<file path="config.mk">
export PLATFORM = sky130hd
export DESIGN_NAME = vga_plot_arbiter
export DESIGN_NICKNAME = d
export VERILOG_FILES = /design/src/rtl/vga_pkg.sv /design/src/rtl/vga_clear_sweep.sv /design/src/rtl/vga_plot_arbiter.sv
export SDC_FILE = /design/constraint.sdc
export NUM_CORES = 1
export LEC_CHECK = 0
export ABC_AREA = 1
export CAP_MARGIN = 20
export CORE_UTILIZATION = 30
export DETAILED_ROUTE_END_ITERATION = 10
export GPL_TIMING_DRIVEN = 0
export PLACE_DENSITY = 0.58
export RECOVER_POWER = 100
export SETUP_SLACK_MARGIN = 0.3
export SLEW_MARGIN = 20
export SYNTH_ARGS = -nofsm -noshare
export SYNTH_HDL_FRONTEND = slang
export SYNTH_SLANG_ARGS = --single-unit
</file>
<file path="constraint.sdc">
create_clock -name clk -period 3.45 [get_ports clk]
set_clock_uncertainty 0.1 [all_clocks]
set_input_delay 0.345 -clock clk [delete_from_list [all_inputs] [get_ports clk]]
set_output_delay 0.345 -clock clk [all_outputs]
set_load 0.01 [all_outputs]
</file>
<file path="src/rtl/vga_pkg.sv">
// rtl/vga_pkg.sv - shared types and default geometry for the VGA plot arbiter
package vga_pkg;

    typedef enum logic [1:0] {
        IDLE  = 2'd0,
        GRANT = 2'd1,
        CLEAR = 2'd2
    } arb_state_t;

    localparam int DEF_X_W     = 8;
    localparam int DEF_Y_W     = 7;
    localparam int DEF_COLOR_W = 3;
    localparam int DEF_X_MAX   = 159;
    localparam int DEF_Y_MAX   = 119;

    typedef struct packed {
        logic [DEF_X_W-1:0]     x;
        logic [DEF_Y_W-1:0]     y;
        logic [DEF_COLOR_W-1:0] colour;
    } pixel_t;

endpackage

</file>
<file path="src/rtl/vga_clear_sweep.sv">
// rtl/vga_clear_sweep.sv - raster x/y sweep that emits one fill pixel per cycle
module vga_clear_sweep
    import vga_pkg::*;
#(
    parameter int X_MAX = DEF_X_MAX,
    parameter int Y_MAX = DEF_Y_MAX
) (
    input  logic                   clk,
    input  logic                   resetn,
    input  logic                   start,
    input  logic [DEF_COLOR_W-1:0] color,
    output logic                   busy,
    output logic                   done,
    output pixel_t                 pixel
);

    localparam logic [DEF_X_W-1:0] X_LAST = DEF_X_W'(X_MAX);
    localparam logic [DEF_Y_W-1:0] Y_LAST = DEF_Y_W'(Y_MAX);

    logic [DEF_X_W-1:0]     x_cnt;
    logic [DEF_Y_W-1:0]     y_cnt;
    logic [DEF_COLOR_W-1:0] colour_q;

    // Colour is captured once at start so the caller may change it mid-sweep.
    always_ff @(posedge clk or negedge resetn) begin
        if (!resetn) begin
            busy     <= 1'b0;
            x_cnt    <= '0;
            y_cnt    <= '0;
            colour_q <= '0;
        end else if (start && !busy) begin
            busy     <= 1'b1;
            x_cnt    <= '0;
            y_cnt    <= '0;
            colour_q <= color;
        end else if (busy) begin
            if (x_cnt == X_LAST) begin
                x_cnt <= '0;
                if (y_cnt == Y_LAST) begin
                    y_cnt <= '0;
                    busy  <= 1'b0;
                end else begin
                    y_cnt <= y_cnt + 1'b1;
                end
            end else begin
                x_cnt <= x_cnt + 1'b1;
            end
        end
    end

    assign done         = busy && (x_cnt == X_LAST) && (y_cnt == Y_LAST);
    assign pixel.x      = x_cnt;
    assign pixel.y      = y_cnt;
    assign pixel.colour = colour_q;

endmodule

</file>
<file path="src/rtl/vga_plot_arbiter.sv">
// rtl/vga_plot_arbiter.sv - burst-locked round-robin share of the vga_adapter write port
module vga_plot_arbiter
    import vga_pkg::*;
#(
    parameter int NUM_REQ = 2,
    parameter int X_W     = DEF_X_W,
    parameter int Y_W     = DEF_Y_W,
    parameter int COLOR_W = DEF_COLOR_W,
    parameter int X_MAX   = DEF_X_MAX,
    parameter int Y_MAX   = DEF_Y_MAX
) (
    input  logic                       clk,
    input  logic                       resetn,
    input  logic [NUM_REQ-1:0]         req_valid,
    output logic [NUM_REQ-1:0]         req_ready,
    input  logic [NUM_REQ-1:0]         req_last,
    input  logic [NUM_REQ*X_W-1:0]     req_x,
    input  logic [NUM_REQ*Y_W-1:0]     req_y,
    input  logic [NUM_REQ*COLOR_W-1:0] req_color,
    input  logic                       clear_req,
    input  logic [COLOR_W-1:0]         clear_color,
    output logic                       clear_busy,
    output logic [1:0]                 grant_id,
    output logic [X_W-1:0]             vga_x,
    output logic [Y_W-1:0]             vga_y,
    output logic [COLOR_W-1:0]         vga_colour,
    output logic                       vga_plot,
    output logic                       oor_drop
);

    localparam logic [X_W-1:0] X_LIM = X_W'(X_MAX);
    localparam logic [Y_W-1:0] Y_LIM = Y_W'(Y_MAX);

    arb_state_t         state;
    logic [1:0]         pointer;
    logic               clear_pending;

    logic [3:0]         valid_pad;
    logic [3:0]         last_pad;
    logic [3:0]         ready_pad;
    logic               xfer;
    logic               own_last;
    logic [X_W-1:0]     own_x;
    logic [Y_W-1:0]     own_y;
    logic [COLOR_W-1:0] own_color;
    logic               own_oor;

    logic               pick_found;
    logic [1:0]         pick_idx;
    logic [2:0]         pick_sum;
    logic [1:0]         next_ptr;
    logic               clear_accept;

    logic               sweep_start;
    logic               sweep_busy;
    logic               sweep_done;
    pixel_t             sweep_pixel;

    // Pad per-requester vectors to four bits so a 2-bit index is always legal.
    always_comb begin
        valid_pad                = '0;
        last_pad                 = '0;
        valid_pad[NUM_REQ-1:0]   = req_valid;
        last_pad[NUM_REQ-1:0]    = req_last;
    end

    // Only the owner sees ready, and only while the grant is held.
    assign ready_pad = (state == GRANT) ? (4'b0001 << grant_id) : 4'b0000;
    assign req_ready = ready_pad[NUM_REQ-1:0];
    assign xfer      = |(valid_pad & ready_pad);
    assign own_last  = last_pad[grant_id];

    // Select the owner's beat fields out of the packed request buses.
    always_comb begin
        own_x     = '0;
        own_y     = '0;
        own_color = '0;
        for (int i = 0; i < NUM_REQ; i++) begin
            if (grant_id == 2'(i)) begin
                own_x     = req_x[i*X_W +: X_W];
                own_y     = req_y[i*Y_W +: Y_W];
                own_color = req_color[i*COLOR_W +: COLOR_W];
            end
        end
    end

    assign own_oor = (own_x > X_LIM) || (own_y > Y_LIM);

    // Round-robin search: first valid index at or above pointer, wrapping.
    always_comb begin
        pick_found = 1'b0;
        pick_idx   = pointer;
        pick_sum   = '0;
        for (int k = 0; k < NUM_REQ; k++) begin
            pick_sum = {1'b0, pointer} + 3'(k);
            if (pick_sum >= 3'(NUM_REQ)) begin
                pick_sum = pick_sum - 3'(NUM_REQ);
            end
            if (!pick_found && valid_pad[pick_sum[1:0]]) begin
                pick_found = 1'b1;
                pick_idx   = pick_sum[1:0];
            end
        end
    end

    assign next_ptr     = (grant_id == 2'(NUM_REQ - 1)) ? 2'd0 : grant_id + 2'd1;
    assign clear_accept = clear_req && !clear_pending && (state != CLEAR);
    assign sweep_start  = (state == IDLE) && clear_pending;

    vga_clear_sweep #(
        .X_MAX (X_MAX),
        .Y_MAX (Y_MAX)
    ) u_sweep (
        .clk    (clk),
        .resetn (resetn),
        .start  (sweep_start),
        .color  (clear_color),
        .busy   (sweep_busy),
        .done   (sweep_done),
        .pixel  (sweep_pixel)
    );

    // Arbitration FSM: pending clear beats requesters, grants release only on a last beat.
    always_ff @(posedge clk or negedge resetn) begin
        if (!resetn) begin
            state         <= IDLE;
            pointer       <= 2'd0;
            grant_id      <= 2'd0;
            clear_pending <= 1'b0;
        end else begin
            if (clear_accept) begin
                clear_pending <= 1'b1;
            end
            case (state)
                IDLE: begin
                    if (clear_pending) begin
                        state <= CLEAR;
                    end else if (pick_found) begin
                        grant_id <= pick_idx;
                        state    <= GRANT;
                    end
                end
                GRANT: begin
                    if (xfer && own_last) begin
                        pointer <= next_ptr;
                        state   <= IDLE;
                    end
                end
                CLEAR: begin
                    if (sweep_done) begin
                        clear_pending <= 1'b0;
                        state         <= IDLE;
                    end
                end
                default: state <= IDLE;
            endcase
        end
    end

    // Output register: one cycle after acceptance, out-of-range beats become a drop pulse.
    always_ff @(posedge clk or negedge resetn) begin
        if (!resetn) begin
            vga_x      <= '0;
            vga_y      <= '0;
            vga_colour <= '0;
            vga_plot   <= 1'b0;
            oor_drop   <= 1'b0;
            clear_busy <= 1'b0;
        end else begin
            clear_busy <= sweep_busy;
            if (xfer) begin
                vga_x      <= own_x;
                vga_y      <= own_y;
                vga_colour <= own_color;
                vga_plot   <= !own_oor;
                oor_drop   <= own_oor;
            end else if (sweep_busy) begin
                vga_x      <= sweep_pixel.x;
                vga_y      <= sweep_pixel.y;
                vga_colour <= sweep_pixel.colour;
                vga_plot   <= 1'b1;
                oor_drop   <= 1'b0;
            end else begin
                vga_plot   <= 1'b0;
                oor_drop   <= 1'b0;
            end
        end
    end

endmodule

</file>
Yosys cells after proc, flatten, opt, wreduce, memory -nomap -nowiden --
Cells that the tools add are included.
Storage, ports and cells: flip-flop bits (word level) 47, input port bits 46
Cells by class: bitwise gates (word level) 2, $lt $le $gt $ge 7, reduce and logical (&&, ||, !) cells 23, add/subtract/negate cells 6, shift-type cells 1, mux-type cells 48, eq/ne operators 9
Operators by type and width (number):
- 2-to-1 mux 7 bit | 8
- 2-to-1 mux 8 bit | 7
- 2-to-1 mux 2 bit | 9
- 2-to-1 mux 1 bit | 15
- 2-to-1 mux 3 bit | 4
- < comparator 2 x 3 -> 1 bit, second input constant | 3
- adder 8 x 1 -> 8 bit, second input constant | 1
- equality test 8 bit, second input constant | 1
- > comparator 8 bit, second input constant | 1
- logical AND 1 bit | 8
- adder 7 x 1 -> 7 bit, second input constant | 1
- equality test 7 bit, second input constant | 1
- > comparator 7 bit, second input constant | 1
- binary-select mux 1 bit (select 2 bit) | 3
- one-hot mux 2 bit (3 select lines) | 1
- AND reduction 3 bit | 2
- nonzero test 2 bit | 3
- AND 2 x 4 -> 4 bit | 1
- equality test 2 x 1 -> 1 bit, second input constant | 2
- logical NOT 1 bit | 4
- logical NOT 2 bit | 2
- 2-to-1 mux 4 bit | 1
- inequality test 2 bit, second input constant | 2
- AND reduction 2 bit | 2
- 12 further kinds | 13

Longest topological paths before layout --
depth in word-level cells 11, mapped depth 9

Modules after synthesis --
A second synthesis with hierarchy kept.
Second synthesis, totals: cell total of the unflattened synthesis 369, area total of the unflattened synthesis 2703.8 um^2
Modules (own cells, without submodules):
- vga_plot_arbiter | sequential area each 700.7 um^2, instances 1, cells an instance 234, area an instance 1619.1 um^2
- vga_clear_sweep | sequential area each 475.5 um^2, instances 1, cells an instance 135, area an instance 1084.8 um^2

Least setup slack after synthesis --
OpenSTA, ideal clock, no wires.
path kind register to output, from register grant_id[0], to output port req_ready[0], path slack 1.847 ns, required time 3.005 ns, stages on the path, launching flop included 6, data arrival time 1.158 ns, path through dfrtp_1 buf_6 nor2_8 buf_2 inv_1 nor2_1
Between the ends: word-level cells in the longest chain between the ends 2
Ends and longest elaborated chain:
- start, declared | RTL line vga_plot_arbiter.sv:23 | output logic [1:0] grant_id,
- start signal, assigned | RTL line vga_plot_arbiter.sv:139 | grant_id <= pick_idx;
- left shift 1 x 2 -> 4 bit | RTL line vga_plot_arbiter.sv:68 | assign ready_pad = (state == GRANT) ? (4'b0001 << grant_id) : 4'b0000;
- 2-to-1 mux 4 bit | RTL line vga_plot_arbiter.sv:68
- end, declared | RTL line vga_plot_arbiter.sv:15 | output logic [NUM_REQ-1:0] req_ready,
No other way between the ends.

Worst setup path after layout --
from register grant_id[0], to output port req_ready[1]
Same word-level chain as after synthesis.

==> flow_metrics.env <==
export IMPL_die_y_um=94.9
export IMPL_rsz0062_at_grt="false"
export IMPL_arrival_ns=2.39
export IMPL_cts_tree="yes"
export IMPL_holdPathStages=2
export IMPL_hp_class="register to register"
export IMPL_max_freq_ghz=0.352
export IMPL_status="completed"
export IMPL_max_vdd_ir_drop_uv=186
export IMPL_r2r_cells=9
export IMPL_worst_slack_ns=0.612
export IMPL_start_util_pct=31.2
export IMPL_num_vias=2408
export IMPL_power_mw=1.05
export IMPL_layout_commonest_cell="nand2_1"
export IMPL_p_leak_nw=1.75
export IMPL_design_core_area_um2=8300
export IMPL_drtIter0Drc=129
export IMPL_die_width_um=94.9
export IMPL_grt_pass1_wl_um=11800
export IMPL_drv_slew=0
export IMPL_hold_end="u_sweep.colour_q[0]$_DFFE_PN0P_"
export IMPL_period_needed_ns=2.84
export IMPL_io_pins=71
export IMPL_dieArea_um2=9000
export IMPL_cap_violations=0
export IMPL_clk_pin_slew_worst_paths_ns=0.09
export IMPL_grt_pass1_vias=2412
export IMPL_worstHoldStart="u_sweep.colour_q[0]$_DFFE_PN0P_"
export IMPL_routed_via_density=4.55
export IMPL_slew_headroom_pct=21.8
export IMPL_finalCritPeriodShare_pct=82.3
export IMPL_cp_required_ns=3.00
export IMPL_cts_sinks=47
export IMPL_row_count=33
export IMPL_grt_max_degree=28
export IMPL_syn_area_per_cell_um2=7.52
export IMPL_cts_buffers=5
export IMPL_ys_warn_count=0
export IMPL_antenna_left=0
export IMPL_hold_viol=0
export IMPL_max_slew_worst_pin_slew_ns=1.17
export IMPL_cts_root_buf="clkbuf_8"
export IMPL_drc=0
export IMPL_cp_max_fo=10
export IMPL_final_area_um2=3510
export IMPL_wl_per_cell_um=12.9
export IMPL_crit_reg2reg_capture="vga_y[2]$_DFFE_PN0P_"
export IMPL_clk_insertion_delay_late_ns=0.30
export IMPL_final_cell_mix="nand2_1, dfrtp_1, clkdlybuf4s50_1, nand3_1, inv_1"
export IMPL_layout_nets=471
export IMPL_pre_cts_ws_ns=1.29
export IMPL_ys_types=33
export IMPL_r2r_start="grant_id[0]$_DFFE_PN0P_"
export IMPL_syn_to_final_growth_pct=35.7
export IMPL_place_congestion=0.817
export IMPL_whs_ns=0.395
export IMPL_criticalPathCategory="register to output port"
export IMPL_syn_nets=392
export IMPL_setup_violations=0
export IMPL_start_kind="register"
export IMPL_tns_ns=0
export IMPL_place_area_um2=3430
export IMPL_grt_overflow_total=0
export IMPL_cts_max_level=2
export IMPL_wl_um=6810
export IMPL_syn_cell_area_um2=2590
export IMPL_layout_drive_gt1_share_pct=6.37
export IMPL_cts_resized_gates=0
export IMPL_portBuffers=70
export IMPL_dp_hpwl_um=5400
export IMPL_synth_seq_cells=47
export IMPL_synth_cells=344
export IMPL_antenna_cells=0
export IMPL_grtUsageTotal_pct=17.4
export IMPL_synth_seq_area_share_pct=45.5
export IMPL_first_pass_iters=4
export IMPL_antenna_found_initial=0
export IMPL_p_per_area_nw_per_um2=300
export IMPL_rrSetupSlack_ns=0.76
export IMPL_end_kind="output port"
export IMPL_ctsLongestPathBuffers=2
-- layer usage --
layer	share of wire [%]	up-vias	track usage, %
met3	5.4	7	3.46
li1	-	1253	-
met4	1.5	0	5.30
met2	47	66	28.7
met5	0	-	0
met1	46	1082	23.0
-- state kept, by name (all words and copies together) (netlist names) --
signal	flops
grant_id	2
vga_colour	3
state	2
oor_drop	1
u_sweep.busy	1
clear_pending	1
vga_y	7
vga_x	8
u_sweep.y_cnt	7
vga_plot	1
pointer	2
u_sweep.colour_q	3
u_sweep.x_cnt	8
clear_busy	1
-- Yosys cell counts --
| library cell | count | area share [%] |
|---|---|---|
| nor3_2 | 1 | 0.39 |
| nor2_4 | 2 | 0.87 |
| mux2i_1 | 3 | 1.2 |
| xor2_1 | 2 | 0.68 |
| ha_1 | 2 | 0.97 |
| nor2_2 | 2 | 0.48 |
| inv_2 | 8 | 1.2 |
| nand3_2 | 2 | 0.77 |
| o22ai_1 | 4 | 0.97 |
| xnor2_1 | 2 | 0.68 |
| buf_2 | 5 | 0.97 |
| nor2_8 | 1 | 0.77 |
| dfrtp_1 | 47 | 45 |
| inv_1 | 32 | 4.6 |
| o21ai_1 | 14 | 2.7 |
| nor2_1 | 16 | 2.3 |
| nor3_1 | 3 | 0.58 |
| nand2_4 | 1 | 0.44 |
| nand3_1 | 39 | 7.5 |
| a21oi_2 | 1 | 0.34 |
| nand2_2 | 2 | 0.48 |
| clkinv_1 | 2 | 0.29 |
| o211ai_1 | 2 | 0.58 |
| buf_4 | 1 | 0.29 |
| nand2_1 | 125 | 18 |
| a21oi_1 | 5 | 0.97 |
| buf_6 | 3 | 1.3 |
| o21ai_0 | 7 | 1.4 |
| or2_2 | 1 | 0.24 |
| inv_4 | 1 | 0.24 |
| a21boi_0 | 1 | 0.29 |
| a22o_1 | 2 | 0.68 |
| nand4_1 | 5 | 1.2 |
-- area by class of cell --
class / instances / area, um2
fill: 844 / 4790
sequential: 47 / 1180
multi-input combinational: 245 / 1160
timing repair buffer: 72 / 724
inverter: 43 / 163
tap: 105 / 131
clock buffer: 6 / 82.6
buffer: 9 / 36.3
clock inverter: 2 / 35.0
-- metrics by stage --
step	util, %	instances
finish	42.3	529
global route	42.3	529
CTS	42.9	529
detailed placement	41.4	520
global placement	41.2	519
floorplan	-	344
-- power by group --
part	internal, mW	total (mW)	switching [mW]
Sequential	0.554	0.556	0.00195
Combinational	0.0511	0.0738	0.0227
Clock	0.235	0.421	0.187
-- worst max-delay path, cell delays in order, from the launching register on --
cell             delay [ns]
dfrtp_1                0.34
clkbuf_1               0.49
inv_2                  0.11
nor2_4                 0.16
buf_2                  0.24
inv_1                  0.10
nor2_1                 0.12
clkdlybuf4s50_1        0.54
-- how the worst max path moves through the flow --
stage / slack, ns / from / endpoint
floorplan: 1.85 / grant_id[0]$_DFFE_PN0P_ / req_ready[0]
CTS: 0.95 / grant_id[0]$_DFFE_PN0P_ / req_ready[1]
detailed placement: 1.29 / grant_id[0]$_DFFE_PN0P_ / req_ready[0]
global placement: 0.55 / resetn / clear_busy$_DFF_PN0_
finish: 0.61 / grant_id[0]$_DFFE_PN0P_ / req_ready[1]
global route: 0.44 / grant_id[0]$_DFFE_PN0P_ / req_ready[0]
-- cells by family (layout without fill, tap and decap cells) --
kind of cell             Yosys count  in the layout  share of synthesized area (%)
AO/OA/AOI/OAI                     36             36                           7.89
XOR/XNOR                           4              4                           1.35
adder cells (fa/ha/maj)            2              2                          0.967
buffers and inverters             52            132                           8.90
flip-flops                        47             47                           45.5
multiplexers                       3              3                           1.16
AND/OR/NAND/NOR                  200            200                           34.3
-- what timing repair did --
item | CTS | global route
endpoints found under the setup margin | 0 | 0
buffers inserted | 0 | 0
endpoints found under the hold margin | 20 | 0
hold buffers | 1 | 0
(Power assumes the default switching activity.)
